`src/rtl/word_bit_serializer_if.sv`:
```
// word_bit_serializer_if: parallel-word handshake in, qualified serial bit stream out.
interface word_bit_serializer_if #(parameter int WIDTH = 8);
    logic [WIDTH-1:0] in_data;
    logic in_valid;
    logic in_ready;
    logic stall;
    logic out_bit;
    logic out_valid;
    logic word_done;
    logic busy;
    modport master (output in_data, in_valid, stall, input in_ready, out_bit, out_valid, word_done, busy);
    modport slave (input in_data, in_valid, stall, output in_ready, out_bit, out_valid, word_done, busy);
endinterface

```
`src/rtl/word_bit_serializer.sv`:
```
// word_bit_serializer: streams WIDTH-bit words one bit per clock, with a one-word hold register for gapless back-to-back words.
module word_bit_serializer #(
    parameter int WIDTH = 8,
    parameter bit MSB_FIRST = 1'b1
) (
    input logic clk,
    input logic rst,
    word_bit_serializer_if.slave bus
);
    localparam int CW = $clog2(WIDTH);
    typedef enum logic {IDLE, SHIFT} state_t;
    state_t state, state_n;
    logic [WIDTH-1:0] sh, sh_n, hd, hd_n, shifted;
    logic [CW-1:0] cnt, cnt_n;
    logic hold_full, hold_full_n;
    logic acc;
    assign acc = bus.in_valid && !hold_full;
    assign shifted = MSB_FIRST ? {sh[WIDTH-2:0], 1'b0} : {1'b0, sh[WIDTH-1:1]};
    assign bus.in_ready = !hold_full;
    assign bus.out_bit = MSB_FIRST ? sh[WIDTH-1] : sh[0];
    assign bus.out_valid = (state == SHIFT) && !bus.stall;
    assign bus.word_done = bus.out_valid && (cnt == CW'(WIDTH - 1));
    assign bus.busy = (state == SHIFT) || hold_full;
    always_ff @(posedge clk or posedge rst) begin
        if (rst) begin
            state <= IDLE;
            sh <= '0;
            hd <= '0;
            cnt <= '0;
            hold_full <= 1'b0;
        end else begin
            state <= state_n;
            sh <= sh_n;
            hd <= hd_n;
            cnt <= cnt_n;
            hold_full <= hold_full_n;
        end
    end
    // Word boundary: the hold register takes priority over a fresh word so order is kept.
    always_comb begin
        state_n = state;
        sh_n = sh;
        hd_n = hd;
        cnt_n = cnt;
        hold_full_n = hold_full;
        if (state == IDLE) begin
            if (acc) begin
                sh_n = bus.in_data;
                cnt_n = '0;
                state_n = SHIFT;
            end
        end else begin
            if (bus.out_valid) begin
                sh_n = shifted;
                cnt_n = cnt + CW'(1);
            end
            if (!bus.word_done) begin
                if (acc) begin
                    hd_n = bus.in_data;
                    hold_full_n = 1'b1;
                end
            end else if (hold_full) begin
                sh_n = hd;
                cnt_n = '0;
                hold_full_n = 1'b0;
            end else if (acc) begin
                sh_n = bus.in_data;
                cnt_n = '0;
            end else begin
                state_n = IDLE;
            end
        end
    end
endmodule

```
`src/flat_wrapper.sv`:
```
// flat-port wrapper written by rule: the top's interface ports become plain ports
module word_bit_serializer_flat 
#(
    parameter int WIDTH = 8,
    parameter bit MSB_FIRST = 1'b1
)
  (clk, rst, bus_in_data, bus_in_valid, bus_stall, bus_in_ready, bus_out_bit, bus_out_valid, bus_word_done, bus_busy);
  word_bit_serializer_if #(.WIDTH(WIDTH)) bus_i ();
  input logic clk;
  input logic rst;
  input wire logic [$bits(bus_i.in_data)-1:0] bus_in_data;
  input wire logic [$bits(bus_i.in_valid)-1:0] bus_in_valid;
  input wire logic [$bits(bus_i.stall)-1:0] bus_stall;
  output wire logic [$bits(bus_i.in_ready)-1:0] bus_in_ready;
  output wire logic [$bits(bus_i.out_bit)-1:0] bus_out_bit;
  output wire logic [$bits(bus_i.out_valid)-1:0] bus_out_valid;
  output wire logic [$bits(bus_i.word_done)-1:0] bus_word_done;
  output wire logic [$bits(bus_i.busy)-1:0] bus_busy;
  assign bus_i.in_data = bus_in_data;
  assign bus_i.in_valid = bus_in_valid;
  assign bus_i.stall = bus_stall;
  assign bus_in_ready = bus_i.in_ready;
  assign bus_out_bit = bus_i.out_bit;
  assign bus_out_valid = bus_i.out_valid;
  assign bus_word_done = bus_i.word_done;
  assign bus_busy = bus_i.busy;
  word_bit_serializer #(.WIDTH(WIDTH), .MSB_FIRST(MSB_FIRST)) u_core (.clk(clk), .rst(rst), .bus(bus_i));
endmodule
```
`config.mk`:
```
export PLATFORM = sky130hd
export DESIGN_NAME = word_bit_serializer_flat
export DESIGN_NICKNAME = d
export VERILOG_FILES = /design/src/rtl/word_bit_serializer_if.sv /design/src/rtl/word_bit_serializer.sv /design/src/flat_wrapper.sv
export SDC_FILE = /design/constraint.sdc
export NUM_CORES = 1
export LEC_CHECK = 0
export BUFFER_PORTS_ARGS = -buffer_cell sky130_fd_sc_hd__buf_2
export CAP_MARGIN = 30
export CORE_MARGIN = 3
export CORE_UTILIZATION = 50
export DETAILED_ROUTE_END_ITERATION = 8
export PLACE_DENSITY = 0.83
export SKIP_LAST_GASP = 1
export SYNTH_ARGS = -nofsm -noshare
export SYNTH_HDL_FRONTEND = slang
export SYNTH_SLANG_ARGS = --single-unit
```
`constraint.sdc`:
```
create_clock -name clk -period 1.9 [get_ports clk]
set_input_delay 0.38 -clock clk [delete_from_list [all_inputs] [get_ports clk]]
set_output_delay 0.38 -clock clk [all_outputs]
set_load 0.05 [all_outputs]
```
Word-level counts from Yosys, hierarchy flattened --
Cells that the tools add are included.
Storage, ports and cells: register bits after elaboration 21, input bits 12, output and inout port bits 5, logic and storage cells 36
Cells by class: add/subtract/negate cells 1, equality and inequality tests 1, multiplexer cells 18, bitwise gates (word level) 1, reduce and logical (&&, ||, !) cells 10
Operators by type and width (count):
- two-way mux 8 bit | 6
- two-way mux 3 bit | 6
- two-way mux 1 bit | 6
- nonzero test 2 bit | 2
- adder 3 x 1 -> 3 bit (second input constant) | 1
- == test 3 bit (second input constant) | 1
- logical AND 1 bit | 3
- AND reduction 3 bit | 1
- logical NOT 1 bit | 2
- AND reduction 2 bit | 1
- logical OR 1 bit | 1
- NOT 1 bit | 1

Longest topological paths before layout --
word-level depth 7, mapped depth 6, mapped depth without buffers 5

Least setup slack after synthesis --
No wires, ideal clock.
path type register -> output, start point reg u_core.cnt[0], end point out bus_word_done, arrival 1.673 ns, required time 1.520 ns, path slack -0.153 ns, cell stages (with the launch flop) 6, path buffers 1, cells stage by stage dfrtp_1 > ha_1 > ha_1 > nand2b_4 > buf_6 > nor2_1
On the way: cells in the longest elaborated chain, start to end 2
RTL lines:
- from (decl) | RTL line word_bit_serializer.sv:14 | logic [CW-1:0] cnt, cnt_n;
- from (signal assigned) | RTL line word_bit_serializer.sv:35 | cnt <= cnt_n;
- == test 3 bit | RTL line word_bit_serializer.sv:22 | assign bus.word_done = bus.out_valid && (cnt == CW'(WIDTH - 1));
- logical AND 1 bit | RTL line word_bit_serializer.sv:22
- to (decl) | RTL line flat_wrapper.sv:17 | output wire logic [$bits(bus_i.word_done)-1:0] bus_word_done;
Every way passes these cells.

Worst setup path after layout --
start point reg u_core.state, end point out bus_busy
On the way: cells in the longest elaborated chain, start to end 1
RTL lines:
- from (decl) | RTL line word_bit_serializer.sv:12 | state_t state, state_n;
- from (signal assigned) | RTL line word_bit_serializer.sv:32 | state <= state_n;
- logical OR 1 bit | RTL line word_bit_serializer.sv:23 | assign bus.busy = (state == SHIFT) || hold_full;
- to (decl) | RTL line flat_wrapper.sv:18 | output wire logic [$bits(bus_i.busy)-1:0] bus_busy;
Every way passes these cells.

==> results.sh <==
export IMPL_grt_antenna_before_repair=0
export IMPL_p_leak_nw=0.617
export IMPL_critPathKind="reg2out"
export IMPL_ctsHoldBuffers=0
export IMPL_final_cell_area_mm2=0.00139
export IMPL_viasPerCell=6.15
export IMPL_dp_hpwl_mm=1.92
export IMPL_die_area_mm2=0.00308
export IMPL_vias=1002
export IMPL_grt_pass1_wl_mm=4.30
export IMPL_power_total_mw=1.42
export IMPL_dpl_cell_count=158
export IMPL_numPortBuffers=16
export IMPL_post_route_util=0.611
export IMPL_cts_sinks=21
export IMPL_grt_usage=0.172
export IMPL_worstMarginPinSlew_ns=0.379
export IMPL_path_clk_slew_ns=0.11
export IMPL_synth_seq_cells=21
export IMPL_cp_max_fo=7
export IMPL_r2r_start="u_core.cnt[0]$_DFFE_PP0P_"
export IMPL_syn2layout_area_growth_pct=13.5
export IMPL_setup_ws_ns=0.112
export IMPL_syn_inst=115
export IMPL_synthDistinctLibCells=35
export IMPL_fp_dieW_um=55.5
export IMPL_final_instance_count_excl_fill=163
export IMPL_start_util=0.539
export IMPL_hold_class="in2async"
export IMPL_tns_ns=0
export IMPL_layout_nets=150
export IMPL_status="finished clean"
export IMPL_multi_input_area_um2=618
export IMPL_cp_start_kind="flip-flop"
export IMPL_clock_latency_ns=0.30
export IMPL_drt_first_pass_iters=4
export IMPL_cts_tree="yes"
export IMPL_core_mm2=0.00228
export IMPL_power_density_mw_per_mm2=1020
export IMPL_yosys_most_used_dff="dfrtp_1"
export IMPL_place_area_mm2=0.00134
export IMPL_drive_gt1_frac=0.333
export IMPL_hold_viol_final=0
export IMPL_grt_pass1_vias=931
export IMPL_ys_seq_area_frac=0.429
export IMPL_wl_per_cell_um=16.2
export IMPL_synth_avg_cell_area_um2=10.7
export IMPL_fillers=173
export IMPL_required_ns=1.52
export IMPL_finalSetupViolCount=0
export IMPL_finClkSkew_ns=0.00127
export IMPL_fin_crit_sh=0.941
export IMPL_layout_min_cycle_time_ns=1.79
export IMPL_worst_hold_slack_ns=0.0838
export IMPL_regToRegSetupSlack_ns=0.16
export IMPL_drtIter0Drc=33
export IMPL_die_y_um=55.5
export IMPL_root_buffer="clkbuf_4"
export IMPL_drc_errors=0
export IMPL_vdd_drop_max_uv=726
export IMPL_cap_violations=0
export IMPL_register_area_um2=526
export IMPL_drtAntennaViolNets=0
export IMPL_syn_area_mm2=0.00123
export IMPL_grt_overflow_total=0
export IMPL_maxSlewHeadroom=0.748
export IMPL_cts_buffers=3
export IMPL_synth_nets=129
export IMPL_synth_enable_flop_cells=0
export IMPL_dp_slack_ns=0.222
export IMPL_num_antenna_cells=0
export IMPL_num_rows=17
export IMPL_ios=17
export IMPL_routabilityCongestion=0.887
export IMPL_end_kind="output port"
export IMPL_worst_r2r_path_depth=6
export IMPL_synthArstFlopShare=1.00
export IMPL_htreeDepth=1
export IMPL_maxSlewViolCount=0
export IMPL_r2r_end="u_core.hd[6]$_DFFE_PP0P_"
export IMPL_arrival_ns=1.41
export IMPL_clockBufferDepth=2
export IMPL_routed_wl_mm=2.64
export IMPL_grt_max_degree=22
export IMPL_rsz0062_at_grt="false"
export IMPL_max_freq_mhz=559
export IMPL_yosysWarnings=0
## routing by layer
metal	part of all wire	track usage	vias up
met5	0	0	-
met4	0.015	0.0625	0
li1	-	-	476
met2	0.48	0.274	50
met1	0.43	0.235	470
met3	0.078	0.0280	6
## what timing repair did
| item | in CTS | in global routing |
|---|---|---|
| resized for setup | 1 | 5 |
| gates cloned | 0 | 0 |
| setup buffers | 1 | 0 |
| endpoints found under the setup margin | 1 | 3 |
## critical path: stages (launching register included)
cell        delay, ns
dfrtp_1          0.51
clkinvlp_4       0.24
nand2_1          0.10
buf_2            0.26
## layout make-up
type                       count  area share
multi-input combinational     78       0.444
sequential                    21       0.378
timing repair buffer          24       0.107
inverter                       8      0.0270
tap                           28      0.0252
clock buffer                   4      0.0189
## worst max-delay path by stage
stage | slack [ns] | from | cells past startpoint | endpoint
floorplan | 0.09 | u_core.cnt[0]$_DFFE_PP0P_ | 5 | bus_word_done
global placement | 0.26 | u_core.cnt[0]$_DFFE_PP0P_ | 5 | u_core.hd[6]$_DFFE_PP0P_
detailed placement | 0.22 | u_core.cnt[0]$_DFFE_PP0P_ | 5 | u_core.hd[6]$_DFFE_PP0P_
CTS | 0.04 | u_core.cnt[0]$_DFFE_PP0P_ | 5 | bus_word_done
global route | 0.008 | u_core.cnt[1]$_DFFE_PP0P_ | 5 | bus_word_done
finish | 0.11 | u_core.state$_DFF_PP0_ | 3 | bus_busy
## flip-flops by register name, indices dropped and copies added, names as in the netlist
register and flops:
u_core.hold_full 1, u_core.cnt 3, u_core.sh 8, u_core.hd 8
u_core.state 1
## cells in the final DEF, fill, tap and decap left out, types with 2 or more instances in the layout
cell type,synthesis,final
nand3_1,7,7
a21boi_0,8,8
nand2b_4,2,2
a32oi_1,5,5
inv_1,7,6
a32o_1,2,2
nand2_1,9,9
nand3b_1,5,5
nand4_1,2,2
mux2_2,8,8
a22o_1,5,5
dfrtp_1,21,21
o21ai_0,2,2
clkbuf_4,0,4
clkinvlp_4,0,2
buf_2,4,14
nor2_1,5,4
buf_4,2,8
## where the power goes
group / internal (mW) / total [mW] / switching [mW]
logic: 0.230 / 0.490 / 0.260
clock network: 0.0818 / 0.212 / 0.130
registers: 0.615 / 0.718 / 0.103
## Yosys cell counts (4+ instances only)
| master | instances | area (µm²) |
|---|---|---|
| nand2_1 | 9 | 33.8 |
| dfrtp_1 | 21 | 526 |
| buf_2 | 4 | 20.0 |
| mux2_2 | 8 | 90.1 |
| nand3b_1 | 5 | 37.5 |
| a21boi_0 | 8 | 60.1 |
| inv_1 | 7 | 26.3 |
| nor2_1 | 5 | 18.8 |
| a22o_1 | 5 | 43.8 |
| a32oi_1 | 5 | 43.8 |
| nand3_1 | 7 | 35.0 |
## kinds of logic after synthesis
kind of cell	share of synthesized area
mux	0.0816
flops	0.429
compound gates	0.217
buf+inv	0.0714
simple gates	0.181
fa+ha+maj	0.0204
No activity file was read; power rests on OpenSTA's default activity.
